==> src/rtl/fetch_pkg.sv <==
// Fetch stage shared types and default constants.
// Imported by the fetch_unit top and the pc_incr adder.
package fetch_pkg;

  localparam int DEF_ADDR_W   = 16;
  localparam int DEF_INSTR_W  = 16;
  localparam int DEF_PC_INC   = 2;
  localparam int DEF_RESET_PC = 0;

  typedef enum logic {
    ISSUE = 1'b0,
    WAIT  = 1'b1
  } state_t;

endpackage

==> src/rtl/pc_incr.sv <==
// PC incrementer: W-bit sum of a + INC with carry-out.
// Shared by the pc update and the if_next_pc capture.
module pc_incr
  import fetch_pkg::*;
#(
  parameter int W   = DEF_ADDR_W,
  parameter int INC = DEF_PC_INC
) (
  input  logic [W-1:0] a,
  output logic [W-1:0] sum,
  output logic         carry
);

  logic [W:0] full;

  assign full  = {1'b0, a} + (W+1)'(INC);
  assign sum   = full[W-1:0];
  assign carry = full[W];

endmodule

==> src/rtl/fetch_unit.sv <==
// Instruction fetch stage: PC owner, single-outstanding imem
// requests, decode buffer, redirect squash, halt, sticky err.
module fetch_unit
  import fetch_pkg::*;
#(
  parameter int ADDR_W   = DEF_ADDR_W,
  parameter int INSTR_W  = DEF_INSTR_W,
  parameter int PC_INC   = DEF_PC_INC,
  parameter int RESET_PC = DEF_RESET_PC
) (
  input  logic               clk,
  input  logic               rst,
  output logic               imem_req,
  output logic [ADDR_W-1:0]  imem_addr,
  input  logic               imem_ack,
  input  logic [INSTR_W-1:0] imem_rdata,
  input  logic               redirect_valid,
  input  logic [ADDR_W-1:0]  redirect_pc,
  input  logic               halt,
  input  logic               id_stall,
  output logic               if_valid,
  output logic [INSTR_W-1:0] if_instr,
  output logic [ADDR_W-1:0]  if_pc,
  output logic [ADDR_W-1:0]  if_next_pc,
  output logic               halted,
  output logic               err
);

  state_t state_q;
  state_t state_d;

  logic [ADDR_W-1:0] pc_q;
  logic [ADDR_W-1:0] pc_sum;
  logic              pc_carry;
  logic              squash_q;
  logic              consume;
  logic              load;

  pc_incr #(
    .W   (ADDR_W),
    .INC (PC_INC)
  ) u_pc_incr (
    .a     (pc_q),
    .sum   (pc_sum),
    .carry (pc_carry)
  );

  assign consume   = if_valid & ~id_stall;
  assign imem_addr = pc_q;
  assign halted    = halt & (state_q == ISSUE);

  // Ack that delivers a live instruction into the buffer.
  assign load = (state_q == WAIT) & imem_ack
              & ~squash_q & ~redirect_valid;

  // Next state and the issue pulse.
  always_comb begin
    state_d  = state_q;
    imem_req = 1'b0;
    unique case (state_q)
      ISSUE: begin
        imem_req = rst & ~halt & ~redirect_valid
                 & (~if_valid | consume);
        if (imem_req) state_d = WAIT;
      end
      WAIT: begin
        if (imem_ack) state_d = ISSUE;
      end
      default: state_d = ISSUE;
    endcase
  end

  // State register.
  always_ff @(posedge clk or negedge rst) begin
    if (!rst) state_q <= ISSUE;
    else      state_q <= state_d;
  end

  // PC, squash flag and sticky overflow.
  always_ff @(posedge clk or negedge rst) begin
    if (!rst) begin
      pc_q     <= ADDR_W'(RESET_PC);
      squash_q <= 1'b0;
      err      <= 1'b0;
    end else begin
      if (redirect_valid) pc_q <= redirect_pc;
      else if (load)      pc_q <= pc_sum;
      if (load & pc_carry) err <= 1'b1;
      if (state_q == WAIT) begin
        if (imem_ack)            squash_q <= 1'b0;
        else if (redirect_valid) squash_q <= 1'b1;
      end
    end
  end

  // Decode-facing buffer: fill on live ack, drop on consume/redirect.
  always_ff @(posedge clk or negedge rst) begin
    if (!rst) begin
      if_valid   <= 1'b0;
      if_instr   <= '0;
      if_pc      <= '0;
      if_next_pc <= '0;
    end else if (load) begin
      if_valid   <= 1'b1;
      if_instr   <= imem_rdata;
      if_pc      <= pc_q;
      if_next_pc <= pc_sum;
    end else if (redirect_valid | consume) begin
      if_valid   <= 1'b0;
    end
  end

endmodule
==> config.mk <==
export PLATFORM = sky130hd
export DESIGN_NAME = fetch_unit
export DESIGN_NICKNAME = d
export VERILOG_FILES = /design/src/rtl/fetch_pkg.sv /design/src/rtl/pc_incr.sv /design/src/rtl/fetch_unit.sv
export SDC_FILE = /design/constraint.sdc
export NUM_CORES = 1
export LEC_CHECK = 0
export CAP_MARGIN = 15
export CORE_ASPECT_RATIO = 0.7
export CORE_MARGIN = 4
export CORE_UTILIZATION = 23
export DETAILED_ROUTE_END_ITERATION = 7
export PLACE_DENSITY = 0.46
export RECOVER_POWER = 25
export SYNTH_ARGS = -nofsm -noshare
export SYNTH_HDL_FRONTEND = slang
export SYNTH_SLANG_ARGS = --single-unit
==> constraint.sdc <==
create_clock -name clk -period 1.52 [get_ports clk]
set_input_delay 0.304 -clock clk [delete_from_list [all_inputs] [get_ports clk]]
set_output_delay 0.304 -clock clk [all_outputs]
set_load 0.05 [all_outputs]
==> results of run 1 <==
## final cells by class
type	count	area share [%]
inverters	2	0.126
multi-input cells	185	24.4
clock buffers	14	4.42
well taps	162	3.39
clock inverters	2	0.210
repair buffers	169	39.1
flip-flops and latches	67	28.4
## synth_stat cells (4+ instances only)
| cell | number |
|---|---|
| nand3_1 | 5 |
| o21ai_0 | 24 |
| nor3_1 | 9 |
| nand2_1 | 53 |
| buf_2 | 9 |
| clkbuf_1 | 8 |
| dfrtp_1 | 67 |
| nand4_1 | 4 |
| xnor2_1 | 20 |
| clkbuf_2 | 4 |
| mux2_2 | 28 |
| nor2_1 | 9 |
| nor4_1 | 5 |
## state kept, by name, summed over array words and instances (netlist names)
register	cells
if_instr	16
if_pc	16
imem_addr	16
if_next_pc	15
err	1
if_valid	1
squash_q	1
state_q	1
## power groups by stage
stage | sequential (mW) | combinational, mW | clock, mW
after floorplan | 4.41 | 0.692 | 0
after global placement | 2.90 | 5.08 | 0
after detailed placement | 2.93 | 5.11 | 0
after CTS | 2.90 | 5.14 | 2.03
after global routing | 2.98 | 5.47 | 2.13
final | 2.91 | 5.27 | 1.96
## kinds of logic (layout without fill, tap and decap cells)
group           Yosys count  in the layout  synth area share (%)
mux                      31             31                  11.5
xor+xnor                 23             23                  6.69
buf+inv                  25            187                  3.91
flops                    67             67                  55.7
fa+ha+maj                 1              1                 0.415
simple gates             97             97                  15.9
compound gates           33             33                  5.98
## worst min path at each step
stage / slack, ns / startpoint / end
6_report: 0.25 / rst / if_pc[9]
4_1_cts: 0.001 / rst / if_pc[5]
5_1_grt: 0.37 / rst / if_pc[7]
3_5_place_dp: 0.36 / rst / if_pc[9]
2_1_floorplan: 0.008 / rst / err
3_3_place_gp: 0.36 / rst / if_pc[9]
## stage by stage
stage,setup slack (ns),instances,util [%]
2_1_floorplan,-0.244,277,-
3_3_place_gp,-0.379,561,41.7
3_5_place_dp,-0.385,561,41.7
4_1_cts,-0.251,582,44.5
5_1_grt,-0.216,601,47.3
6_report,-0.159,601,47.3
## repair_timing
action	4_1_cts	5_1_grt
gates resized for setup	6	34
cloned	0	6
pin swaps	1	8
endpoints found under the setup margin	6	40
buffers inserted	5	13
hold buffers	0	0
## per-layer routing
metal	track usage [%]	part of all wire (%)	routed length, um	up-vias
met3	6.17	7.6	754	9
met5	0	0	0	-
met4	3.20	0.95	94	0
met1	17.7	51	5030	1227
met2	16.8	41	4060	95
li1	-	-	-	1251
==> run_results.csv, run 1 <==
group,metric,value,unit
outcome,outcome,"finished, violations left",
outcome,violations,"negative setup slack",
yosys,yosys-top-cells-area,"dfrtp_1 56%, mux2_2 10%, nand2_1 6.6%",
yosys,syn_inst,277,
placed_design,dpl.hpwl,6720,um
floorplanning,boundaryPins,106,
power,p_leak,2.68,nW
power,power.switching,3.96,mW
sta,fmax,0.596,GHz
sta,tns,-0.367,ns
setup_path,crit_chain,"buf_6 -> nand3b_1 -> nor3_4 -> buf_12",
setup_path,worstSetupStartpoint,"state_q",
cells_and_area,nets,473,
setup_path,cp-end-kind,"output pin",
floorplanning,die_width,145,um
setup_path,reg2reg_depth,4,
power,p_int,6.18,mW
placed_design,dpl_cell_area,0.00527,mm2
setup_path,endpoint,"imem_req",
global_route,grt_max_degree,68,
power,combPwrFrac,52.0,%
cells_and_area,syn_to_final_growth,98.3,%
setup_path,rrSetupSlack,-0.06,ns
cells_and_area,regArea,0.00169,mm2
placed_design,gp_congestion,0.779,
routing,route.detailed.vias_per_inst,4.30,
floorplanning,start_util,23.8,%
routing,wl,9950,um
routing,ant_nets,0,
sta,hold_viol_final,0,
global_route,antenna_found_initial,0,
placed_design,io_buffer_count,105,
floorplanning,die_area,0.0150,mm2
yosys,ys_seq_elements,67,
floorplanning,core_area,0.0126,mm2
routing,first_pass_iters,5,
setup_path,r2r_start,"imem_addr[1]",
sta,min_period,1.68,ns
setup_path,cp_slowest_cell,"dfrtp_1",
yosys,avgSynthCellArea,10.9,um2
yosys,yosysUniqueCellTypes,33,
cells_and_area,final_cell_mix,"71 x buf_12, 54 x dfrtp_1, 52 x nand2_1",
power,p_per_area,1700,mW/mm2
setup_path,crit_family,"flip-flops",
floorplanning,fp-row-count,34,
sta,tightest_slew,0.958,ns
routing,drtIter0Drc,80,
yosys,netlist.area_leader.share,55.7,%
cts,clock-root-buffer,"clkbuf_16",
cells_and_area,layout_commonest_cell,"buf_12",
cts,clk_transition_reported_paths,0.05,ns
power,power.share.switching,39.1,%
cells_and_area,multi_input_area,0.00146,mm2
routing,drc,0,
sta,min_period_over_period,110,%
yosys,synth_edf_count,0,
setup_path,worst-path-stages,4,
cells_and_area,fin_area,0.00597,mm2
setup_path,r2r_end,"imem_addr[13]",
setup_path,cp.arrival,1.38,ns
yosys,async_flop_share,100,%
yosys,ys_seq_area_share,55.7,%
routing,routedWlPerCell,16.5,um
power,power_frac_clock,19.3,%
routing,vias,2582,
cts,clock_path_buffers,2,
setup_path,setup.worst_path.class,"register to output pin",
yosys,synthFlopType,"dfrtp_1",
setup_path,crit_fanout,2,
sta,setup_viol,3,
sta,maxSlewViolCount,0,
cells_and_area,n_fill_cell,1119,
cts,clkLatencyLatePin,0.33,ns
sta,skew,0.00797,ns
sta,rsz0062_at_grt,"yes",
yosys,yosysTopAreaCell,"dfrtp_1",
global_route,track_usage,12.5,%
yosys,syn-num-nets,316,
power,power.total,10.1,mW
power,pwr-share-seq,28.7,%
sta,fin_hold_ws,0.248,ns
cts,h-tree-depth,3,
power,vdd_drop_max,0.837,mV
setup_path,setup.worst_path.start_class,"register",
run,drv_cap,0,
sta,relSlewSlack,36.2,%
cts,numCtsBuffers,9,
floorplanning,die_h,104,um
global_route,grt_pass1_vias,2658,
global_route,grt_overflow,0,
sta,timing.final.ws_setup,-0.159,ns
cts,clock-sinks,67,
yosys,ys_warn_count,0,
worst_hold_path,min_path_type,"input port to async pin",
global_route,grt_pass1_wl,14500,um
cells_and_area,drive_gt1_share,47.4,%
setup_path,cp_slowest_stage_delay,0.38,ns
setup_path,cp_num_buf_inv,2,
cts,cts_tree,"done",
yosys,netlist_area,0.00301,mm2
cells_and_area,antenna_cells,0,
setup_path,critPathRequiredTime,1.22,ns
Power figures use the tool's default switching activity.
==> run 2: changes to the inputs <==
--- a/config.mk
+++ b/config.mk
@@ -6,12 +6,13 @@
 export NUM_CORES = 1
 export LEC_CHECK = 0
 export CAP_MARGIN = 15
-export CORE_ASPECT_RATIO = 0.7
+export CORE_ASPECT_RATIO = 0.5
 export CORE_MARGIN = 4
 export CORE_UTILIZATION = 23
 export DETAILED_ROUTE_END_ITERATION = 7
-export PLACE_DENSITY = 0.46
+export PLACE_DENSITY = 0.45
 export RECOVER_POWER = 25
 export SYNTH_ARGS = -nofsm -noshare
 export SYNTH_HDL_FRONTEND = slang
+export SYNTH_HIERARCHICAL = 1
 export SYNTH_SLANG_ARGS = --single-unit
==> constraint.sdc (replaced) <==
create_clock -name clk -period 1.7 [get_ports clk]
set_input_delay 0.34 -clock clk [delete_from_list [all_inputs] [get_ports clk]]
set_output_delay 0.34 -clock clk [all_outputs]
set_load 0.05 [all_outputs]
==> run_results.csv, run 2 <==
group,metric,value,unit
yosys,avgSynthCellArea,10.4,um2
routing,ant_nets,0,
yosys,netlist.area_leader.share,58.1,%
yosys,syn-num-nets,322,
setup_path,critPathRequiredTime,1.91,ns
placed_design,io_buffer_count,105,
yosys,synthMuxAreaShare,0,%
yosys,yosys.area_share.simple,23.4,%
setup_path,rrSetupSlack,0.02,ns
cts,clock-sinks,68,
yosys,yosys-top-cells-area,"dfrtp_1 58%, nand2_1 13%, a221o_1 5.5%",
setup_path,cp.arrival,1.89,ns
global_route,grt_overflow,0,
yosys,synthAdderAreaFrac,0.427,%
cts,clkLatencyLatePin,0.32,ns
worst_hold_path,hp-start,"rst",
sta,rsz0062_at_grt,"yes",
cells_and_area,fin_util,38.5,%
routing,route.detailed.vias_per_inst,4.28,
routing,routedWlPerCell,15.5,um
yosys,synth.most_common_cell,"nand2_1",
cells_and_area,layout_commonest_cell,"nand2_1",
floorplanning,die_h,87.8,um
yosys,ys_warn_count,6,
global_route,grt_pass1_vias,2655,
cells_and_area,multi_input_area,0.00121,mm2
sta,relSlewSlack,35.6,%
cells_and_area,n_fill_cell,1244,
sta,min_period_over_period,98.8,%
cells_and_area,syn_to_final_growth,59.2,%
sta,tightest_slew,0.966,ns
routing,drtIter0Drc,117,
yosys,synth_compound_area_share,11.1,%
worst_hold_path,min_path_type,"input port to register",
global_route,grt_max_degree,69,
setup_path,r2r_end,"imem_addr[15]",
global_route,antenna_found_initial,0,
global_route,track_usage,12.5,%
cts,clock-root-buffer,"clkbuf_16",
cts,cts_tree,"done",
power,vdd_drop_max,0.642,mV
cells_and_area,regArea,0.00172,mm2
routing,vias,2491,
setup_path,crit_fanout,5,
sta,skew,0.00665,ns
floorplanning,boundaryPins,106,
yosys,ys_seq_elements,68,
cts,clock_path_buffers,2,
worst_hold_path,hold_path_end,"state_q",
cells_and_area,drive_gt1_share,33.6,%
sta,setup_viol,0,
cells_and_area,final_cell_mix,"100 x nand2_1, 81 x buf_4, 53 x dfrtp_1",
floorplanning,core_area,0.0121,mm2
routing,drc,0,
sta,maxSlewViolCount,0,
floorplanning,start_util,24.2,%
yosys,yosysUniqueCellTypes,29,
yosys,synth_top_family_by_area,"simple AND/OR/NAND/NOR gates",
sta,hold_viol_final,0,
sta,min_period,1.68,ns
yosys,netlist_area,0.00293,mm2
sta,fin_hold_ws,0.450,ns
yosys,ys_top_cells_by_count,"100 x nand2_1, 68 x dfrtp_1, 17 x a21o_1, 17 x and2_1, 16 x a221o_1",
yosys,ys_seq_area_share,58.1,%
worst_hold_path,whs_path_depth,3,
placed_design,dpl.hpwl,6450,um
routing,first_pass_iters,4,
cts,clk_transition_reported_paths,0.06,ns
floorplanning,die_width,168,um
yosys,async_flop_share,100,%
global_route,grt_pass1_wl,14600,um
cts,ctsHoldBuffers,0,
cells_and_area,nets,451,
yosys,synth_edf_count,0,
cts,numCtsBuffers,9,
routing,wl,9010,um
power,p_leak,2.34,nW
setup_path,setup.worst_path.class,"register to register",
yosys,syn_inst,283,
setup_path,r2r_start,"imem_addr[1]",
floorplanning,die_area,0.0147,mm2
run,drv_cap,0,
placed_design,gp_congestion,0.725,
cts,h-tree-depth,3,
yosys,synth-xor-area-share,3.89,%
floorplanning,fp-row-count,28,
yosys,yosysTopAreaCell,"dfrtp_1",
sta,fmax,0.595,GHz
cells_and_area,antenna_cells,0,
power,p_per_area,1620,mW/mm2
yosys,synthFlopType,"dfrtp_1",
outcome,outcome,"complete, no violations",
setup_path,setup.worst_path.start_class,"register",
setup_path,cp-end-kind,"register",
setup_path,reg2reg_depth,6,
-- run 2: kinds of logic after synthesis --
family	after synthesis
xor+xnor	13
buf+inv	20
simple gates	143
compound gates	38
fa+ha+maj	1
flops	68
-- run 2: repair_timing --
item,CTS,global route
setup endpoints to repair,1,6
gates resized for setup,5,6
pin swaps,2,3
setup buffers,1,0
-- run 2: worst max path at each step --
stage | from | endpoint | slack, ns | cells past startpoint
final | imem_addr[1] | imem_addr[15] | 0.02 | 6
after global placement | redirect_valid | imem_addr[13] | -0.29 | 3
after detailed placement | redirect_valid | imem_addr[8] | -0.32 | 3
after floorplan | if_valid | imem_req | -0.06 | 3
after global routing | imem_addr[1] | imem_addr[15] | -0.05 | 6
after CTS | state_q | imem_req | 0.002 | 4
-- run 2: report_power, final --
group | total [mW] | switching [mW] | internal (mW)
clock | 1.64 | 0.658 | 0.978
sequential | 2.44 | 0.325 | 2.12
combinational | 3.48 | 2.36 | 1.11
total | 7.56 | 3.35 | 4.21
-- run 2: stage by stage --
stage                     cells  setup TNS [ns]  setup WS [ns]  total power [mW]  cell area (um2)
final                       582               0         0.0197              7.56             4660
after floorplan             283          -0.123        -0.0584              4.64             2970
after global routing        582         -0.0890        -0.0468              7.96             4660
after detailed placement    565           -8.44         -0.315              5.97             4350
after CTS                   582               0        0.00231              7.67             4630
after global placement      565           -7.94         -0.290              5.93             4350
-- run 2: cell type report --
type	instances	area share [%]
Tap cell	165	4.43
Timing Repair Buffer	132	26.6
Multi-Input combinational cell	195	25.9
Clock buffer	11	4.99
Sequential cell	68	36.9
Clock inverter	5	0.644
Inverter	6	0.483
-- run 2: critical path, cell delays in order, from the launching register on --
cell	delay [ns]
dfrtp_4	0.42
ha_4	0.15
nand4_4	0.19
nor4_4	0.30
xor2_1	0.09
and2_1	0.16
a221o_1	0.25
-- run 2: metal layers --
metal | GRT usage (%) | part of all wire [%] | vias to the layer above
met5 | 0 | 0 | -
met4 | 3.98 | 1.1 | 0
met3 | 3.16 | 4.2 | 10
met2 | 21.6 | 50 | 53
met1 | 15.8 | 45 | 1212
li1 | - | - | 1216
